<file path="src/rtl/pipe_pkg.sv">
// Shared definitions for the pipeline stage buffers.
package pipe_pkg;

    localparam int unsigned EXC_W_DEF = 5;
    localparam int unsigned EXC_NONE  = 0;
    localparam logic [31:0] NOP_WORD  = 32'h0;

    // Only a plain register (1) or a two-entry skid buffer (2) are supported.
    function automatic bit depth_ok(input int unsigned depth);
        return (depth == 1) || (depth == 2);
    endfunction

endpackage

</file>
<file path="src/rtl/pipe_stage_buf_if.sv">
// Valid/ready handshake bundle carrying payload, exception code and branch-delay flag.
interface pipe_stage_buf_if #(
    parameter int unsigned DATA_W = 64,
    parameter int unsigned EXC_W  = 5
);
    logic              valid;
    logic              ready;
    logic [DATA_W-1:0] data;
    logic [EXC_W-1:0]  exc;
    logic              bd;

    modport master (output valid, data, exc, bd, input ready);
    modport slave  (input valid, data, exc, bd, output ready);
endinterface

</file>
<file path="src/rtl/pipe_slot.sv">
// One storage entry {vld, data, exc, bd}; clear wins over load.
module pipe_slot
    import pipe_pkg::*;
#(
    parameter int unsigned DATA_W = 64,
    parameter int unsigned EXC_W  = EXC_W_DEF
) (
    input  logic              clk_i,
    input  logic              rst_ni,
    input  logic              clr_i,
    input  logic              load_i,
    input  logic [DATA_W-1:0] data_i,
    input  logic [EXC_W-1:0]  exc_i,
    input  logic              bd_i,
    output logic              vld_o,
    output logic [DATA_W-1:0] data_o,
    output logic [EXC_W-1:0]  exc_o,
    output logic              bd_o
);
    logic              vld_q;
    logic [DATA_W-1:0] data_q;
    logic [EXC_W-1:0]  exc_q;
    logic              bd_q;

    // Entry state: zeroed on reset or clear, captured on load.
    always_ff @(posedge clk_i or negedge rst_ni) begin
        if (!rst_ni) begin
            vld_q  <= 1'b0;
            data_q <= '0;
            exc_q  <= EXC_W'(EXC_NONE);
            bd_q   <= 1'b0;
        end else if (clr_i) begin
            vld_q  <= 1'b0;
            data_q <= '0;
            exc_q  <= EXC_W'(EXC_NONE);
            bd_q   <= 1'b0;
        end else if (load_i) begin
            vld_q  <= 1'b1;
            data_q <= data_i;
            exc_q  <= exc_i;
            bd_q   <= bd_i;
        end
    end

    assign vld_o  = vld_q;
    assign data_o = data_q;
    assign exc_o  = exc_q;
    assign bd_o   = bd_q;
endmodule

</file>
<file path="src/rtl/pipe_stage_buf.sv">
// Inter-stage pipeline buffer: 1- or 2-entry FIFO with valid/ready handshake and flush.
// Optional build macro PIPE_STALL_CNT_EN adds saturating stall/bubble counters.
module pipe_stage_buf
    import pipe_pkg::*;
#(
    parameter int unsigned DATA_W = 64,
    parameter int unsigned EXC_W  = EXC_W_DEF,
    parameter int unsigned DEPTH  = 2
) (
    input  logic                clk_i,
    input  logic                rst_ni,
    input  logic                flush_i,
    pipe_stage_buf_if.slave     in_if,
    pipe_stage_buf_if.master    out_if,
    output logic [1:0]          occupancy_o
`ifdef PIPE_STALL_CNT_EN
    ,
    output logic [31:0]         stall_cnt_o,
    output logic [31:0]         bubble_cnt_o
`endif
);
    if (!depth_ok(DEPTH)) begin : g_depth_chk
        $error("pipe_stage_buf: DEPTH must be 1 or 2");
    end

    localparam logic [1:0] Full = 2'(DEPTH);

    logic [1:0]        occ_q, occ_d;
    logic              head_q, head_d;
    logic              tail_ptr;
    logic              in_rdy, push, pop;
    logic [DEPTH-1:0]  head_oh, tail_oh, slot_load, slot_clr, slot_vld, slot_bd;
    logic [DATA_W-1:0] slot_data [DEPTH];
    logic [EXC_W-1:0]  slot_exc  [DEPTH];
    logic              out_vld, out_bd;
    logic [DATA_W-1:0] out_data;
    logic [EXC_W-1:0]  out_exc;

    // Single-entry mode can accept while its head is leaving; skid mode only looks at fill level.
    assign in_rdy = (DEPTH == 1) ? ((occ_q == 2'd0) | out_if.ready) : (occ_q != Full);
    assign push   = in_if.valid & in_rdy;
    assign pop    = out_vld & out_if.ready;

    // Slot selection and per-slot load/clear; flush suppresses any load.
    always_comb begin
        tail_ptr  = (DEPTH == 1) ? 1'b0 : (head_q ^ occ_q[0]);
        head_oh   = '0;
        tail_oh   = '0;
        slot_load = '0;
        slot_clr  = '0;
        for (int i = 0; i < DEPTH; i++) begin
            head_oh[i]   = (head_q == 1'(i));
            tail_oh[i]   = (tail_ptr == 1'(i));
            slot_load[i] = push & ~flush_i & tail_oh[i];
            slot_clr[i]  = flush_i | (pop & head_oh[i] & ~slot_load[i]);
        end
    end

    // Next occupancy and head pointer.
    always_comb begin
        occ_d  = occ_q;
        head_d = head_q;
        if (flush_i) begin
            occ_d  = 2'd0;
            head_d = 1'b0;
        end else begin
            if (push && !pop) begin
                occ_d = occ_q + 2'd1;
            end else if (pop && !push) begin
                occ_d = occ_q - 2'd1;
            end
            if (pop && DEPTH == 2) begin
                head_d = ~head_q;
            end
        end
    end

    // Pointer/occupancy state.
    always_ff @(posedge clk_i or negedge rst_ni) begin
        if (!rst_ni) begin
            occ_q  <= 2'd0;
            head_q <= 1'b0;
        end else begin
            occ_q  <= occ_d;
            head_q <= head_d;
        end
    end

    for (genvar g = 0; g < DEPTH; g++) begin : g_slot
        pipe_slot #(
            .DATA_W (DATA_W),
            .EXC_W  (EXC_W)
        ) u_slot (
            .clk_i  (clk_i),
            .rst_ni (rst_ni),
            .clr_i  (slot_clr[g]),
            .load_i (slot_load[g]),
            .data_i (in_if.data),
            .exc_i  (in_if.exc),
            .bd_i   (in_if.bd),
            .vld_o  (slot_vld[g]),
            .data_o (slot_data[g]),
            .exc_o  (slot_exc[g]),
            .bd_o   (slot_bd[g])
        );
    end

    // Head entry select; fields are forced to nop when the head is empty.
    always_comb begin
        out_vld  = 1'b0;
        out_data = '0;
        out_exc  = '0;
        out_bd   = 1'b0;
        for (int i = 0; i < DEPTH; i++) begin
            if (head_oh[i] && slot_vld[i]) begin
                out_vld  = 1'b1;
                out_data = slot_data[i];
                out_exc  = slot_exc[i];
                out_bd   = slot_bd[i];
            end
        end
    end

    assign in_if.ready  = in_rdy;
    assign out_if.valid = out_vld;
    assign out_if.data  = out_data;
    assign out_if.exc   = out_exc;
    assign out_if.bd    = out_bd;
    assign occupancy_o  = occ_q;

`ifdef PIPE_STALL_CNT_EN
    logic [31:0] stall_q, bubble_q;

    // Saturating counters of held-head cycles and flush cycles.
    always_ff @(posedge clk_i or negedge rst_ni) begin
        if (!rst_ni) begin
            stall_q  <= 32'd0;
            bubble_q <= 32'd0;
        end else begin
            if (out_vld && !out_if.ready && stall_q != 32'hFFFF_FFFF) begin
                stall_q <= stall_q + 32'd1;
            end
            if (flush_i && bubble_q != 32'hFFFF_FFFF) begin
                bubble_q <= bubble_q + 32'd1;
            end
        end
    end

    assign stall_cnt_o  = stall_q;
    assign bubble_cnt_o = bubble_q;
`endif
endmodule

</file>
<file path="src/flat_wrapper.sv">
// flat-port wrapper written by rule: the top's interface ports become plain ports
module pipe_stage_buf_flat import pipe_pkg::*;
#(
    parameter int unsigned DATA_W = 64,
    parameter int unsigned EXC_W  = EXC_W_DEF,
    parameter int unsigned DEPTH  = 2
)
  (clk_i, rst_ni, flush_i, occupancy_o, in_if_valid, in_if_data, in_if_exc, in_if_bd, in_if_ready, out_if_valid, out_if_data, out_if_exc, out_if_bd, out_if_ready);
  pipe_stage_buf_if #(.DATA_W(DATA_W), .EXC_W(EXC_W)) in_if_i ();
  pipe_stage_buf_if #(.DATA_W(DATA_W), .EXC_W(EXC_W)) out_if_i ();
  input  logic clk_i;
  input  logic rst_ni;
  input  logic flush_i;
  output logic [1:0] occupancy_o;
  input wire logic [$bits(in_if_i.valid)-1:0] in_if_valid;
  input wire logic [$bits(in_if_i.data)-1:0] in_if_data;
  input wire logic [$bits(in_if_i.exc)-1:0] in_if_exc;
  input wire logic [$bits(in_if_i.bd)-1:0] in_if_bd;
  output wire logic [$bits(in_if_i.ready)-1:0] in_if_ready;
  output wire logic [$bits(out_if_i.valid)-1:0] out_if_valid;
  output wire logic [$bits(out_if_i.data)-1:0] out_if_data;
  output wire logic [$bits(out_if_i.exc)-1:0] out_if_exc;
  output wire logic [$bits(out_if_i.bd)-1:0] out_if_bd;
  input wire logic [$bits(out_if_i.ready)-1:0] out_if_ready;
  assign in_if_i.valid = in_if_valid;
  assign in_if_i.data = in_if_data;
  assign in_if_i.exc = in_if_exc;
  assign in_if_i.bd = in_if_bd;
  assign in_if_ready = in_if_i.ready;
  assign out_if_valid = out_if_i.valid;
  assign out_if_data = out_if_i.data;
  assign out_if_exc = out_if_i.exc;
  assign out_if_bd = out_if_i.bd;
  assign out_if_i.ready = out_if_ready;
  pipe_stage_buf #(.DATA_W(DATA_W), .EXC_W(EXC_W), .DEPTH(DEPTH)) u_core (.clk_i(clk_i), .rst_ni(rst_ni), .flush_i(flush_i), .in_if(in_if_i), .out_if(out_if_i), .occupancy_o(occupancy_o));
endmodule
</file>
<file path="config.mk">
export PLATFORM = sky130hd
export DESIGN_NAME = pipe_stage_buf_flat
export DESIGN_NICKNAME = d
export VERILOG_FILES = /design/src/rtl/pipe_pkg.sv /design/src/rtl/pipe_stage_buf_if.sv /design/src/rtl/pipe_slot.sv /design/src/rtl/pipe_stage_buf.sv /design/src/flat_wrapper.sv
export SDC_FILE = /design/constraint.sdc
export NUM_CORES = 1
export LEC_CHECK = 0
export BUFFER_PORTS_ARGS = -buffer_cell sky130_fd_sc_hd__buf_2
export CAP_MARGIN = 20
export CORE_ASPECT_RATIO = 0.9
export CORE_UTILIZATION = 55
export CTS_CLUSTER_SIZE = 12
export DETAILED_ROUTE_END_ITERATION = 8
export PLACE_DENSITY = 0.82
export SLEW_MARGIN = 20
export SYNTH_ARGS = -nofsm -noshare
export SYNTH_HDL_FRONTEND = slang
export SYNTH_SLANG_ARGS = --single-unit
</file>
<file path="constraint.sdc">
create_clock -name clk_i -period 4.09 [get_ports clk_i]
set_input_delay 0.409 -clock clk_i [delete_from_list [all_inputs] [get_ports clk_i]]
set_output_delay 0.409 -clock clk_i [all_outputs]
set_load 0.02 [all_outputs]
</file>
==> results.toml <==
[timing]
fmax_mhz = 342.3
slew_headroom_pct = 39.83
grt_setup_unrepaired = "no"
fin_crit_sh_pct = 71.43
min_period_ps = 2922
setup_viol = 0
fin_tns_setup_ps = 0
slew_viol_final = 0
worstMarginPinSlew_ps = 900.6
finalClockSkew_ps = 8.120
hold_viol = 0

[clock_tree]
cts_buffers = 17
cts_root_buffer = "clkbuf_16"
clock_sinks = 145
ctsHtreeMaxLevel = 4
cts.path.max_buffers = 2
postCtsResizedCells = 0
cts_tree = "built"
cts_setup_buffers = 0
ctsHoldBuffers = 0
path_clk_slew_ps = 50
clk_latency_ps = 420

[global_routing]
busiest_layer = "met2"
grt_first_pass_wirelength_um = 28460
antenna_found_initial = 0
grt_usage_pct = 27.00
use_met2_pct = 45.51
grt_pass1_vias = 5843
use_met3_pct = 4.835
grt-ovfl-total = 0
grt_use_met1_pct = 33.92
grt_max_degree = 76

[yosys]
yosys-top-cells-count = "dfrtp_1 (145), mux2i_1 (140), nand2_1 (75)"
synth.distinct_cells = 25
yosysTopAreaCell = "dfrtp_1"
async_reset_ff_share_pct = 100.0
syn_inst = 654
ys_ff_latch = 145
synth_area_leaders = "dfrtp_1 (50%), mux2i_1 (19%), a22o_1 (8.4%), nand3b_1 (7.4%), nand2_1 (3.9%)"
synth_top_area_share_pct = 49.85
yosysWarnings = 0
syn-cell-area_mm2 = 0.007279
yosysMostFrequentCell = "dfrtp_1"
synth_edf_count = 0
synth-main-ff-cell = "dfrtp_1"
yosysSeqAreaShare_pct = 49.85
syn_nets = 729
syn_avg_cell_area_um2 = 11.13

[pwr]
ir_worst_vdd_mv = 0.3133
power_leakage_nw = 5.168
pwr_density_cell_mw_per_mm2 = 453.3
finalPower_w = 0.003910

[drt]
ant_nets = 0
wl_um = 17360
via_count = 5439
wl_per_cell_um = 18.23
drt-vias-per-instance = 5.713
drcViolationCount = 0
first_pass_iters = 5
drt_iter0_drc = 343

[worst_setup_path]
critPathKind = "register to primary output"
arrival_ps = 2510
crit_fanout = 39
start_kind = "register"
crit_path_cell_trace = "and2_2 -> buf_4 -> a22o_1 -> buf_2"
critPathBufInv = 2
end_kind = "primary output"
slowest_delay_ps = 800
crit_family = "simple AND/OR/NAND/NOR gates"
slowest_stage = "and2_2"
cp.required_ps = 3680

[floorplanning]
core_area_mm2 = 0.01278
pin_count = 149
start_util_pct = 56.94
dieHeight_um = 111.1
dieArea_mm2 = 0.01370
rows = 39
fp.dieW_um = 123.3

[status]
status = "finished clean"

[cells_and_area]
regArea_mm2 = 0.003628
synthToLayoutAreaGrowth_pct = 18.51
antenna_cells = 0
fill_cells = 936
fin_nets = 851
drive_gt1_share_pct = 24.62
multi_input_comb_area_mm2 = 0.003049

[run]
max_cap_violations = 0

[placement]
port_buffers = 148
hpwlAfterDp_um = 10540
gp_congestion = 0.7581

[hold_path]
hold_class = "input port to asynchronous set/reset pin"
registers in the layout, summed over array words and instances, names as in the netlist:
signal and count:
u_core.g_slot.u_slot.data_o 128, u_core.g_slot.u_slot.exc_o 10, u_core.g_slot.u_slot.bd_o 2, u_core.g_slot.u_slot.vld_o 2, u_core.occupancy_o 2, u_core.head_q 1
placed cells by master (no fill, tap or decap), drive strengths merged, types with 3 or more instances in the layout:
cell type,n
dfrtp,145
nor2b,4
bufinv,3
inv,70
nand3b,72
clkbuf,26
nor3b,3
nand2,75
buf,161
a22o,70
mux2i,140
metrics by stage:
stage	instances	worst slack, ps	cell area, um^2	util (%)	hold slack [ps]
floorplan	654	2470	7279	-	113.4
global placement	921	1710	8028	62.79	465.6
detailed placement	921	1619	8028	62.79	483.9
CTS	952	1172	8627	67.48	34.26
global route	952	1056	8627	67.48	52.30
finish	952	1168	8627	67.48	0.3273
worst register-to-register path, cell delays in order, from the launching register on:
cell	delay, ps
dfrtp_1	510
nor3b_2	240
o21ai_4	590
buf_4	550
mux2i_1	310
layer usage:
layer	up-vias	wire [um]
met3	33	801
met5	-	0
met1	2745	7376
met4	0	418
li1	2485	-
met2	176	8759
cell families (layout without fill, tap and decap cells):
kind of cell	Yosys count	in the layout	share of synthesized area, %
and+or+nand+nor	160	160	12.53
DFF	145	145	49.85
muxes	141	141	19.41
buffers and inverters	128	262	8.697
AOI/OAI and AO/OA	80	80	9.522
cell type report:
| class | count | share of cell area (%) |
|---|---|---|
| Inverter | 70 | 3.046 |
| Sequential cell | 145 | 42.06 |
| Timing Repair Buffer | 161 | 10.22 |
| Clock inverter | 5 | 1.160 |
| Multi-Input combinational cell | 381 | 35.34 |
| Clock buffer | 26 | 5.787 |
| Tap cell | 164 | 2.379 |
final timing paths:
check	startpoint	endpoint	slack, ps	cells past startpoint
worst max-delay path	u_core.head_q	out_if_data[15]	1170	4
worst min-delay path	rst_ni	u_core.g_slot[1].u_slot.data_o[4]	0.3	1
worst max register to register	u_core.head_q	u_core.g_slot[1].u_slot.data_o[41]	1810	4
worst min register to register	u_core.g_slot[1].u_slot.data_o[3]	u_core.g_slot[1].u_slot.data_o[3]	520	2
max in group asynchronous	rst_ni	u_core.g_slot[1].u_slot.bd_o	3070	2
min in group clk_i	in_if_data[59]	u_core.g_slot[1].u_slot.data_o[59]	240	3
where the power goes:
part / total, W / leakage (nW) / internal, W / switching (W)
logic: 0.000650 / 2.90 / 0.000258 / 0.000392
clock network: 0.00158 / 0.294 / 0.00102 / 0.000564
registers: 0.00168 / 1.97 / 0.00158 / 0.0000982
total: 0.00391 / 5.17 / 0.00286 / 0.00105
(Power assumes the default switching activity.)
